<file path="config.mk">
export PLATFORM = sky130hd
export DESIGN_NAME = core_sequencer
export DESIGN_NICKNAME = d
export VERILOG_FILES = /design/src/rtl/core_sequencer.sv
export SDC_FILE = /design/constraint.sdc
export NUM_CORES = 1
export LEC_CHECK = 0
export ABC_AREA = 0
export CORE_ASPECT_RATIO = 1.1
export CORE_UTILIZATION = 50
export CTS_CLUSTER_DIAMETER = 40
export DETAILED_ROUTE_END_ITERATION = 16
export GPL_TIMING_DRIVEN = 0
export PLACE_DENSITY_LB_ADDON = 0.08
export SYNTH_ARGS = -nofsm -noshare
export SYNTH_HDL_FRONTEND = slang
export SYNTH_SLANG_ARGS = --single-unit
</file>
<file path="constraint.sdc">
create_clock -name clk -period 2.12 [get_ports clk]
set_input_delay 0.424 -clock clk [delete_from_list [all_inputs] [get_ports clk]]
set_output_delay 0.424 -clock clk [all_outputs]
set_load 0.05 [all_outputs]
</file>
<file path="src/rtl/core_sequencer.sv">
`default_nettype none
// ============================================================================
// Module  : core_sequencer
// Brief   : Layer controller: per kernel position loads weights, streams
//           activations, executes, drains OFIFO and swaps psum banks; then dumps.
// Rev     : 1.0  initial release
// ============================================================================
module core_sequencer #(
  parameter int          ROW      = 8,
  parameter int          LEN_NIJ  = 16,
  parameter int          NUM_KIJ  = 9,
  parameter logic [10:0] W_BASE   = 11'd0,
  parameter logic [10:0] ACT_BASE = 11'd512
) (
  input  logic        clk,
  input  logic        reset,
  input  logic        start,
  input  logic        o_ready_l0,
  input  logic        ofifo_valid,
  output logic        cen_act_wgt,
  output logic        wen_act_wgt,
  output logic [10:0] addr_act_wgt,
  output logic [6:0]  inst,
  output logic        ptr_clr,
  output logic        first_pass,
  output logic [3:0]  kij_idx,
  output logic        busy,
  output logic        done
);

  typedef enum logic [3:0] {
    S_IDLE   = 4'd0,
    S_LOAD_W = 4'd1,
    S_KLOAD  = 4'd2,
    S_ACT    = 4'd3,
    S_EXEC   = 4'd4,
    S_DRAIN  = 4'd5,
    S_SWAP   = 4'd6,
    S_DUMP   = 4'd7,
    S_DONE   = 4'd8
  } state_t;

  localparam logic [10:0] c_row_n    = 11'(ROW);
  localparam logic [10:0] c_row_last = 11'(ROW - 1);
  localparam logic [10:0] c_len_n    = 11'(LEN_NIJ);
  localparam logic [10:0] c_len_last = 11'(LEN_NIJ - 1);
  localparam logic [3:0]  c_kij_last = 4'(NUM_KIJ - 1);

  state_t      r_state, w_state_nxt;
  logic [10:0] r_cnt, w_cnt_nxt;
  logic [10:0] r_wptr, w_wptr_nxt;
  logic [10:0] w_rd_addr;
  logic [3:0]  r_kij, w_kij_nxt;
  logic        r_rchip, w_rchip_nxt;
  logic        w_rd_en;
  logic        r_wr_pend;
  logic        w_active;
  logic [6:0]  w_inst;

  // Weight slots for consecutive kernel positions are contiguous, so a
  // running pointer replaces the kij*row product.
  always_comb begin
    w_state_nxt = r_state;
    w_cnt_nxt   = r_cnt;
    w_wptr_nxt  = r_wptr;
    w_kij_nxt   = r_kij;
    w_rchip_nxt = r_rchip;
    w_rd_en     = 1'b0;
    w_rd_addr   = r_wptr;
    unique case (r_state)
      S_IDLE: begin
        if (start) begin
          w_state_nxt = S_LOAD_W;
          w_cnt_nxt   = '0;
          w_kij_nxt   = '0;
          w_rchip_nxt = 1'b0;
          w_wptr_nxt  = W_BASE;
        end
      end
      S_LOAD_W: begin
        if (r_cnt == c_row_n) begin
          w_state_nxt = S_KLOAD;
          w_cnt_nxt   = '0;
        end else if (o_ready_l0) begin
          w_rd_en    = 1'b1;
          w_rd_addr  = r_wptr;
          w_cnt_nxt  = r_cnt + 11'd1;
          w_wptr_nxt = r_wptr + 11'd1;
        end
      end
      S_KLOAD: begin
        w_cnt_nxt = r_cnt + 11'd1;
        if (r_cnt == c_row_last) begin
          w_state_nxt = S_ACT;
          w_cnt_nxt   = '0;
        end
      end
      S_ACT: begin
        if (r_cnt == c_len_n) begin
          w_state_nxt = S_EXEC;
          w_cnt_nxt   = '0;
        end else if (o_ready_l0) begin
          w_rd_en   = 1'b1;
          w_rd_addr = ACT_BASE + r_cnt;
          w_cnt_nxt = r_cnt + 11'd1;
        end
      end
      S_EXEC: begin
        w_cnt_nxt = r_cnt + 11'd1;
        if (r_cnt == c_len_last) begin
          w_state_nxt = S_DRAIN;
          w_cnt_nxt   = '0;
        end
      end
      S_DRAIN: begin
        if (ofifo_valid) begin
          w_cnt_nxt = r_cnt + 11'd1;
          if (r_cnt == c_len_last) begin
            w_state_nxt = S_SWAP;
            w_cnt_nxt   = '0;
          end
        end
      end
      S_SWAP: begin
        if (r_kij == c_kij_last) begin
          w_state_nxt = S_DUMP;
        end else begin
          w_state_nxt = S_LOAD_W;
          w_kij_nxt   = r_kij + 4'd1;
          w_rchip_nxt = ~r_rchip;
        end
      end
      S_DUMP: begin
        w_cnt_nxt = r_cnt + 11'd1;
        if (r_cnt == c_len_last) begin
          w_state_nxt = S_DONE;
          w_cnt_nxt   = '0;
        end
      end
      S_DONE:  w_state_nxt = S_IDLE;
      default: w_state_nxt = S_IDLE;
    endcase
  end

  always_comb begin
    w_active  = (r_state != S_IDLE);
    w_inst    = '0;
    w_inst[0] = (r_state == S_KLOAD);
    w_inst[1] = (r_state == S_EXEC);
    w_inst[2] = r_wr_pend;
    w_inst[3] = (r_state == S_DRAIN) && ofifo_valid;
    w_inst[4] = (r_state == S_DUMP);
    w_inst[5] = r_rchip && w_active;
  end

  always_ff @(posedge clk or negedge reset) begin
    if (!reset) begin
      r_state      <= S_IDLE;
      r_cnt        <= '0;
      r_wptr       <= '0;
      r_kij        <= '0;
      r_rchip      <= 1'b0;
      r_wr_pend    <= 1'b0;
      cen_act_wgt  <= 1'b1;
      addr_act_wgt <= '0;
      inst         <= '0;
      ptr_clr      <= 1'b0;
      first_pass   <= 1'b0;
      kij_idx      <= '0;
      busy         <= 1'b0;
      done         <= 1'b0;
    end else begin
      r_state      <= w_state_nxt;
      r_cnt        <= w_cnt_nxt;
      r_wptr       <= w_wptr_nxt;
      r_kij        <= w_kij_nxt;
      r_rchip      <= w_rchip_nxt;
      // SRAM returns data one cycle after the read, so the L0 write trails it
      r_wr_pend    <= w_rd_en;
      cen_act_wgt  <= ~w_rd_en;
      addr_act_wgt <= w_rd_en ? w_rd_addr : (w_active ? addr_act_wgt : 11'd0);
      inst         <= w_inst;
      ptr_clr      <= (r_state == S_SWAP) || (r_state == S_DONE);
      first_pass   <= w_active && (r_kij == 4'd0);
      kij_idx      <= w_active ? r_kij : 4'd0;
      busy         <= w_active;
      done         <= (r_state == S_DONE);
    end
  end

  assign wen_act_wgt = 1'b1;

endmodule
`default_nettype wire

</file>
==> results.py, run 1 <==
metrics = {
    "outcome": {
        "status": "finished with violations",
        "violations": "setup timing",
    },
    "placement": {
        "portBuffers": 30,
        "hpwl_um": 4710,
        "place_ws_ns": -0.570,
        "gp_congestion": 0.829,
    },
    "global_routing": {
        "overflow": 0,
        "antenna_found_initial": 0,
        "grt_pass1_vias": 2682,
        "grt_usage_pct": 26.4,
        "grt_pass1_wl_um": 12500,
        "grt_max_degree": 37,
    },
    "final_layout": {
        "drive_gt1_share_pct": 21.0,
        "syn_to_final_growth_pct": 30.4,
        "fin_nets": 390,
        "insertedDiodeCount": 0,
        "utilization_pct": 67.9,
    },
    "sta": {
        "hold_viol_final": 0,
        "slew_viol_final": 0,
        "fmax_mhz": 442,
        "post-route-period-util_pct": 107,
        "relSlewSlack_pct": 58.2,
        "setup_viol": 29,
        "rsz0062_at_grt": "true",
        "fin_skew_ns": 0.0105,
        "min_period_ns": 2.26,
        "worst_pin_slew_ns": 0.623,
        "layout_setup_ws_ns": -0.141,
    },
    "clocking": {
        "numCtsBuffers": 9,
        "cts_tree": "done",
        "clock-sinks": 58,
        "clkLatencyLatePin_ns": 0.34,
        "cts.path.max_buffers": 2,
        "clk_pin_slew_worst_paths_ns": 0.08,
        "root_buffer": "clkbuf_8",
        "htreeDepth": 3,
    },
    "route": {
        "drt-total-wl_um": 7390,
        "ant_nets": 0,
        "vias": 2598,
        "dr.pass1.iters": 4,
        "dr.first_iter.drc_count": 128,
        "drc": 0,
        "post_drt_wl_per_cell_um": 16.0,
        "via_per_inst": 5.62,
    },
    "synthesis": {
        "syn-num-nets": 334,
        "syn-mean-instance-area_um2": 9.27,
        "ys_warn_count": 0,
        "ys_seq_area_share_pct": 48.4,
        "yosysTopAreaCell": "dfrtp_1",
        "async_flop_share_pct": 100,
        "ys_top_cells_by_count": "dfrtp_1 (57), nor2_1 (42), nand2_1 (30)",
        "synth_top_area_share_pct": 47.5,
        "synth-edff-count": 0,
        "synthCells": 324,
        "synth.most_common_cell": "dfrtp_1",
        "netlist_area_um2": 3000,
        "ys_top_cells_by_area": "dfrtp_1 (48%), nor2_1 (5.2%), nand3_1 (4.5%), nand2_1 (3.8%), xor2_1 (2.9%)",
        "synth_flop_cell": "dfrtp_1",
        "ys_types": 55,
        "synth.ff_latch_count": 58,
    },
    "setup_path": {
        "end_kind": "register",
        "path_class": "register to register",
        "crit_fanout": 8,
        "arrival_ns": 2.47,
        "required_ns": 2.33,
        "crit_path_start_kind": "register",
    },
    "floorplan": {
        "core_um2": 5770,
        "num_rows": 29,
        "die_area_um2": 6320,
        "start_util_pct": 52.0,
        "die_x_um": 75.9,
        "ios": 33,
        "die_h_um": 83.3,
    },
    "pwr": {
        "finalPower_w": 0.00297,
        "power_density_nw_per_um2": 759,
        "irDropWorstVdd_mv": 0.642,
        "leakagePower_nw": 1.70,
    },
    "flow_run": {
        "cap_viol_max_count": 0,
    },
    "min_path": {
        "hold_path.class": "input pin to asynchronous set/reset pin",
    },
}
report_power, final:
part	leakage [nW]	switching, W	internal [W]
registers	0.719	0.000145	0.00120
clock network	0.110	0.000484	0.000671
logic	0.873	0.000290	0.000183
total	1.70	0.000919	0.00205
per-layer routing:
| metal | vias up | share of wire, % | wire, um | global-route usage (%) |
|---|---|---|---|---|
| met5 | - | 0 | 0 | 0 |
| met4 | 0 | 2.5 | 184 | 11.1 |
| met3 | 18 | 5.0 | 368 | 6.67 |
| met2 | 84 | 48 | 3570 | 39.7 |
| met1 | 1249 | 44 | 3280 | 35.6 |
| li1 | 1247 | - | - | - |
final timing paths:
| path | start | end | slack [ns] | cells past startpoint |
|---|---|---|---|---|
| max in group asynchronous | reset | r_cnt[0] | 1.48 | 2 |
| worst min register to register | r_wr_pend | inst[2] | 0.35 | 0 |
| worst max-delay path | r_cnt[0] | r_cnt[2] | -0.14 | 8 |
| worst max register to register | r_cnt[0] | r_cnt[2] | -0.14 | 8 |
| min in group clk | r_wr_pend | inst[2] | 0.35 | 0 |
| worst min-delay path | reset | first_pass | 0.05 | 1 |
what timing repair did:
action                     CTS  global route
pin swaps                    9             7
buffers inserted             9             3
gates resized for setup     37            13
cloned                       2             0
hold buffers                 0             0
setup endpoints to repair   36            36
worst max-delay path, cell delays in order, from the launching register on:
cell	delay (ns)
dfrtp_2	0.42
inv_2	0.05
ha_1	0.12
or4b_4	0.47
or2_4	0.29
o211ai_4	0.31
nand3_4	0.19
nand2_4	0.17
o221ai_2	0.11
state kept, by name (all words and copies together), names as in the netlist:
name	cells
first_pass	1
kij_idx	4
r_cnt	11
cen_act_wgt	1
r_state	4
r_wptr	11
r_kij	4
r_wr_pend	1
r_rchip	1
inst	6
busy	1
done	1
ptr_clr	1
addr_act_wgt	11
cell type report:
cell class,count,area [um2]
sequential,58,1460
fill,455,1850
clock inverter,7,103
tap,77,96.3
multi-input combinational,234,1550
timing repair buffer,44,424
buffer,16,98.8
clock buffer,9,124
inverter,17,63.8
layout by cell type, fill, tap and decap left out, drive strengths merged, types with 10 or more instances in the layout:
master | netlist | layout
nand3 | 29 | 29
clkbuf | 7 | 17
a31oi | 13 | 13
nand2 | 31 | 31
clkdlybuf4s50 | 0 | 29
xor2 | 10 | 10
inv | 17 | 18
buf | 9 | 23
a21oi | 12 | 12
o21ai | 14 | 14
nor2 | 42 | 42
dfrtp | 57 | 57
cell families after synthesis:
family                   count (synthesis)  synth area share (%)
flip-flops                              58                  48.4
adder cells (fa/ha/maj)                  5                  2.08
XOR/XNOR                                14                  4.08
other                                    2                 0.250
AND/OR/NAND/NOR                        148                  25.4
AO/OA/AOI/OAI                           61                  14.0
buffers and inverters                   33                  4.67
multiplexers                             3                  1.17
stage by stage:
stage	instances	hold WS, ns	TNS, ns	area, um2
6_report	462	0.0474	-2.72	3920
5_1_grt	462	0.0819	-5.60	3920
4_1_cts	459	0.0558	-0.944	3850
3_5_place_dp	432	0.335	-8.70	3410
3_3_place_gp	431	0.332	-74.13	3400
2_1_floorplan	324	0.128	-0.0512	3000
Power figures use the tool's default switching activity.
==> run 2: changes to the inputs <==
--- a/config.mk
+++ b/config.mk
@@ -7,7 +7,8 @@
 export LEC_CHECK = 0
 export ABC_AREA = 0
 export CORE_ASPECT_RATIO = 1.1
-export CORE_UTILIZATION = 50
+export CORE_MARGIN = 3
+export CORE_UTILIZATION = 30
 export CTS_CLUSTER_DIAMETER = 40
 export DETAILED_ROUTE_END_ITERATION = 16
 export GPL_TIMING_DRIVEN = 0
==> run 2 against run 1 <==
Net effect:
- combinational power down 7.6%
- clock power shrank 17%
- critical endpoint is now r_state[0]
- the run still ends with setup timing left
- highest routed layer unchanged
- critical path type unchanged
- power shrank 8.4%
==> results.py, run 2 (same netlist as run 1, synthesis figures left out) <==
metrics = {
    "final_layout": {
        "final_area_um2": 3890,
        "drive_gt1_share_pct": 19.7,
        "syn_to_final_growth_pct": 29.6,
        "fill_cells": 986,
        "final_common_cell": "dfrtp_1",
        "top_regs": "addr_act_wgt (11), r_cnt (11), r_wptr (11)",
        "insertedDiodeCount": 0,
        "fin_nets": 391,
        "mostFrequentLayoutCells": "dfrtp_1 (56), nor2_1 (42), nand2_1 (29), clkdlybuf4s50_1 (29), nand3_1 (27)",
    },
    "pwr": {
        "leakagePower_nw": 1.69,
        "p_comb_share_pct": 16.1,
        "p_int_w": 0.00183,
        "pwr-share-clk_pct": 35.1,
        "power_density_nw_per_um2": 699,
        "p_switching_w": 0.000896,
        "irDropWorstVdd_mv": 0.269,
        "finalPower_w": 0.00272,
        "p_sw_share_pct": 32.9,
        "seqPwrFrac_pct": 48.9,
    },
    "floorplan": {
        "ios": 33,
        "core_um2": 9540,
        "num_rows": 37,
        "die_x_um": 101,
        "die_h_um": 111,
        "die_area_um2": 11200,
        "start_util_pct": 31.5,
    },
    "clocking": {
        "clk_pin_slew_worst_paths_ns": 0.08,
        "postCtsHoldBufs": 0,
        "htreeDepth": 3,
        "numCtsBuffers": 9,
        "clock-sinks": 58,
        "clkLatencyLatePin_ns": 0.35,
        "root_buffer": "clkbuf_8",
        "cts.path.max_buffers": 2,
        "cts_tree": "done",
    },
    "sta": {
        "hold_viol_final": 0,
        "setup_viol": 20,
        "worst_pin_slew_ns": 0.791,
        "min_period_ns": 2.22,
        "post-route-period-util_pct": 105,
        "fin_skew_ns": 0.0120,
        "fmax_mhz": 451,
        "tns_ns": -0.825,
        "slew_viol_final": 0,
        "layout_setup_ws_ns": -0.0972,
        "relSlewSlack_pct": 46.8,
        "rsz0062_at_grt": "true",
    },
    "flow_run": {
        "cap_viol_max_count": 0,
    },
    "outcome": {
        "status": "finished with violations",
        "violations": "setup timing",
    },
    "global_routing": {
        "grt_pass1_wl_um": 13100,
        "antenna_found_initial": 0,
        "grt_pass1_vias": 2526,
        "overflow": 0,
        "grt_max_degree": 36,
        "grt_usage_pct": 14.9,
    },
    "setup_path": {
        "end_kind": "register",
        "required_ns": 2.36,
        "timing.critical_path.buf_inv": 2,
        "arrival_ns": 2.46,
        "cpMaxStageDelayCell": "or4b_4",
        "cp_top_family": "simple AND/OR/NAND/NOR gates",
        "reg2reg_slack_ns": -0.1,
        "path_class": "register to register",
        "worstPathCellList": "inv_2, ha_1, or4b_4, or2_4, o211ai_4, buf_6, nand3_4, mux2_4",
        "max_stage_delay_ns": 0.47,
        "crit_fanout": 5,
        "crit_path_start_kind": "register",
    },
    "placement": {
        "portBuffers": 30,
        "place_ws_ns": -0.660,
        "hpwl_um": 5330,
        "place_area_um2": 3460,
        "gp_congestion": 0.812,
    },
    "route": {
        "drt-total-wl_um": 7780,
        "via_per_inst": 5.07,
        "dr.first_iter.drc_count": 96,
        "post_drt_wl_per_cell_um": 15.5,
        "dr.pass1.iters": 4,
        "vias": 2549,
        "drc": 0,
        "ant_nets": 0,
    },
    "min_path": {
        "hold_path.class": "input pin to asynchronous set/reset pin",
    },
}
-- run 2: timing repair --
| item | in CTS | in global routing |
|---|---|---|
| pin swaps | 10 | 6 |
| resized for setup | 22 | 22 |
| setup buffers | 11 | 5 |
| endpoints found under the setup margin | 36 | 37 |
-- run 2: metal layers --
metal  routed length [um]  track usage, %
met1                 3700            21.1
met2                 3630            21.9
met3                  326            3.59
met4                  120            5.32
met5                    0               0
-- run 2: worst paths after layout --
path                            startpoint         end  cells after the start
min in group clk                 r_wr_pend     inst[2]                      0
worst min-delay path                 reset  kij_idx[3]                      1
worst max register to register    r_cnt[0]  r_state[0]                      8
worst min register to register   r_wr_pend     inst[2]                      0
worst max-delay path              r_cnt[0]  r_state[0]                      8
max in group asynchronous            reset    r_cnt[0]                      2
-- run 2: layout make-up --
type                    count  area [um2]  area share, %
well taps                 117         146           3.76
plain buffers              15        87.6           2.25
multi-input cells         233        1520           38.9
flip-flops and latches     58        1450           37.4
inverters                  17        63.8           1.64
clock buffers              10         138           3.54
repair buffers             47         447           11.5
clock inverters             6        41.3           1.06
-- run 2: worst register-to-register path, stage by stage (launching register included) --
cell,delay [ns]
dfrtp_2,0.42
inv_2,0.05
ha_1,0.12
or4b_4,0.47
or2_4,0.27
o211ai_4,0.23
buf_6,0.14
nand3_4,0.10
mux2_4,0.31
-- run 2: power groups by stage --
stage	Combinational (W)	Sequential [W]	Clock [W]
2_1_floorplan	0.000295	0.00131	0
3_3_place_gp	0.000386	0.00136	0
3_5_place_dp	0.000392	0.00136	0
4_1_cts	0.000428	0.00133	0.000979
5_1_grt	0.000487	0.00134	0.00104
6_report	0.000437	0.00133	0.000954
-- run 2: through the flow --
| stage | hold slack, ns | util [%] | std cells |
|---|---|---|---|
| final | 0.0478 | 40.8 | 503 |
| after global routing | 0.0894 | 40.8 | 503 |
| after CTS | 0.0689 | 39.8 | 499 |
| after detailed placement | 0.342 | 36.3 | 472 |
| after global placement | 0.333 | 36.2 | 471 |
| after floorplan | 0.128 | - | 324 |
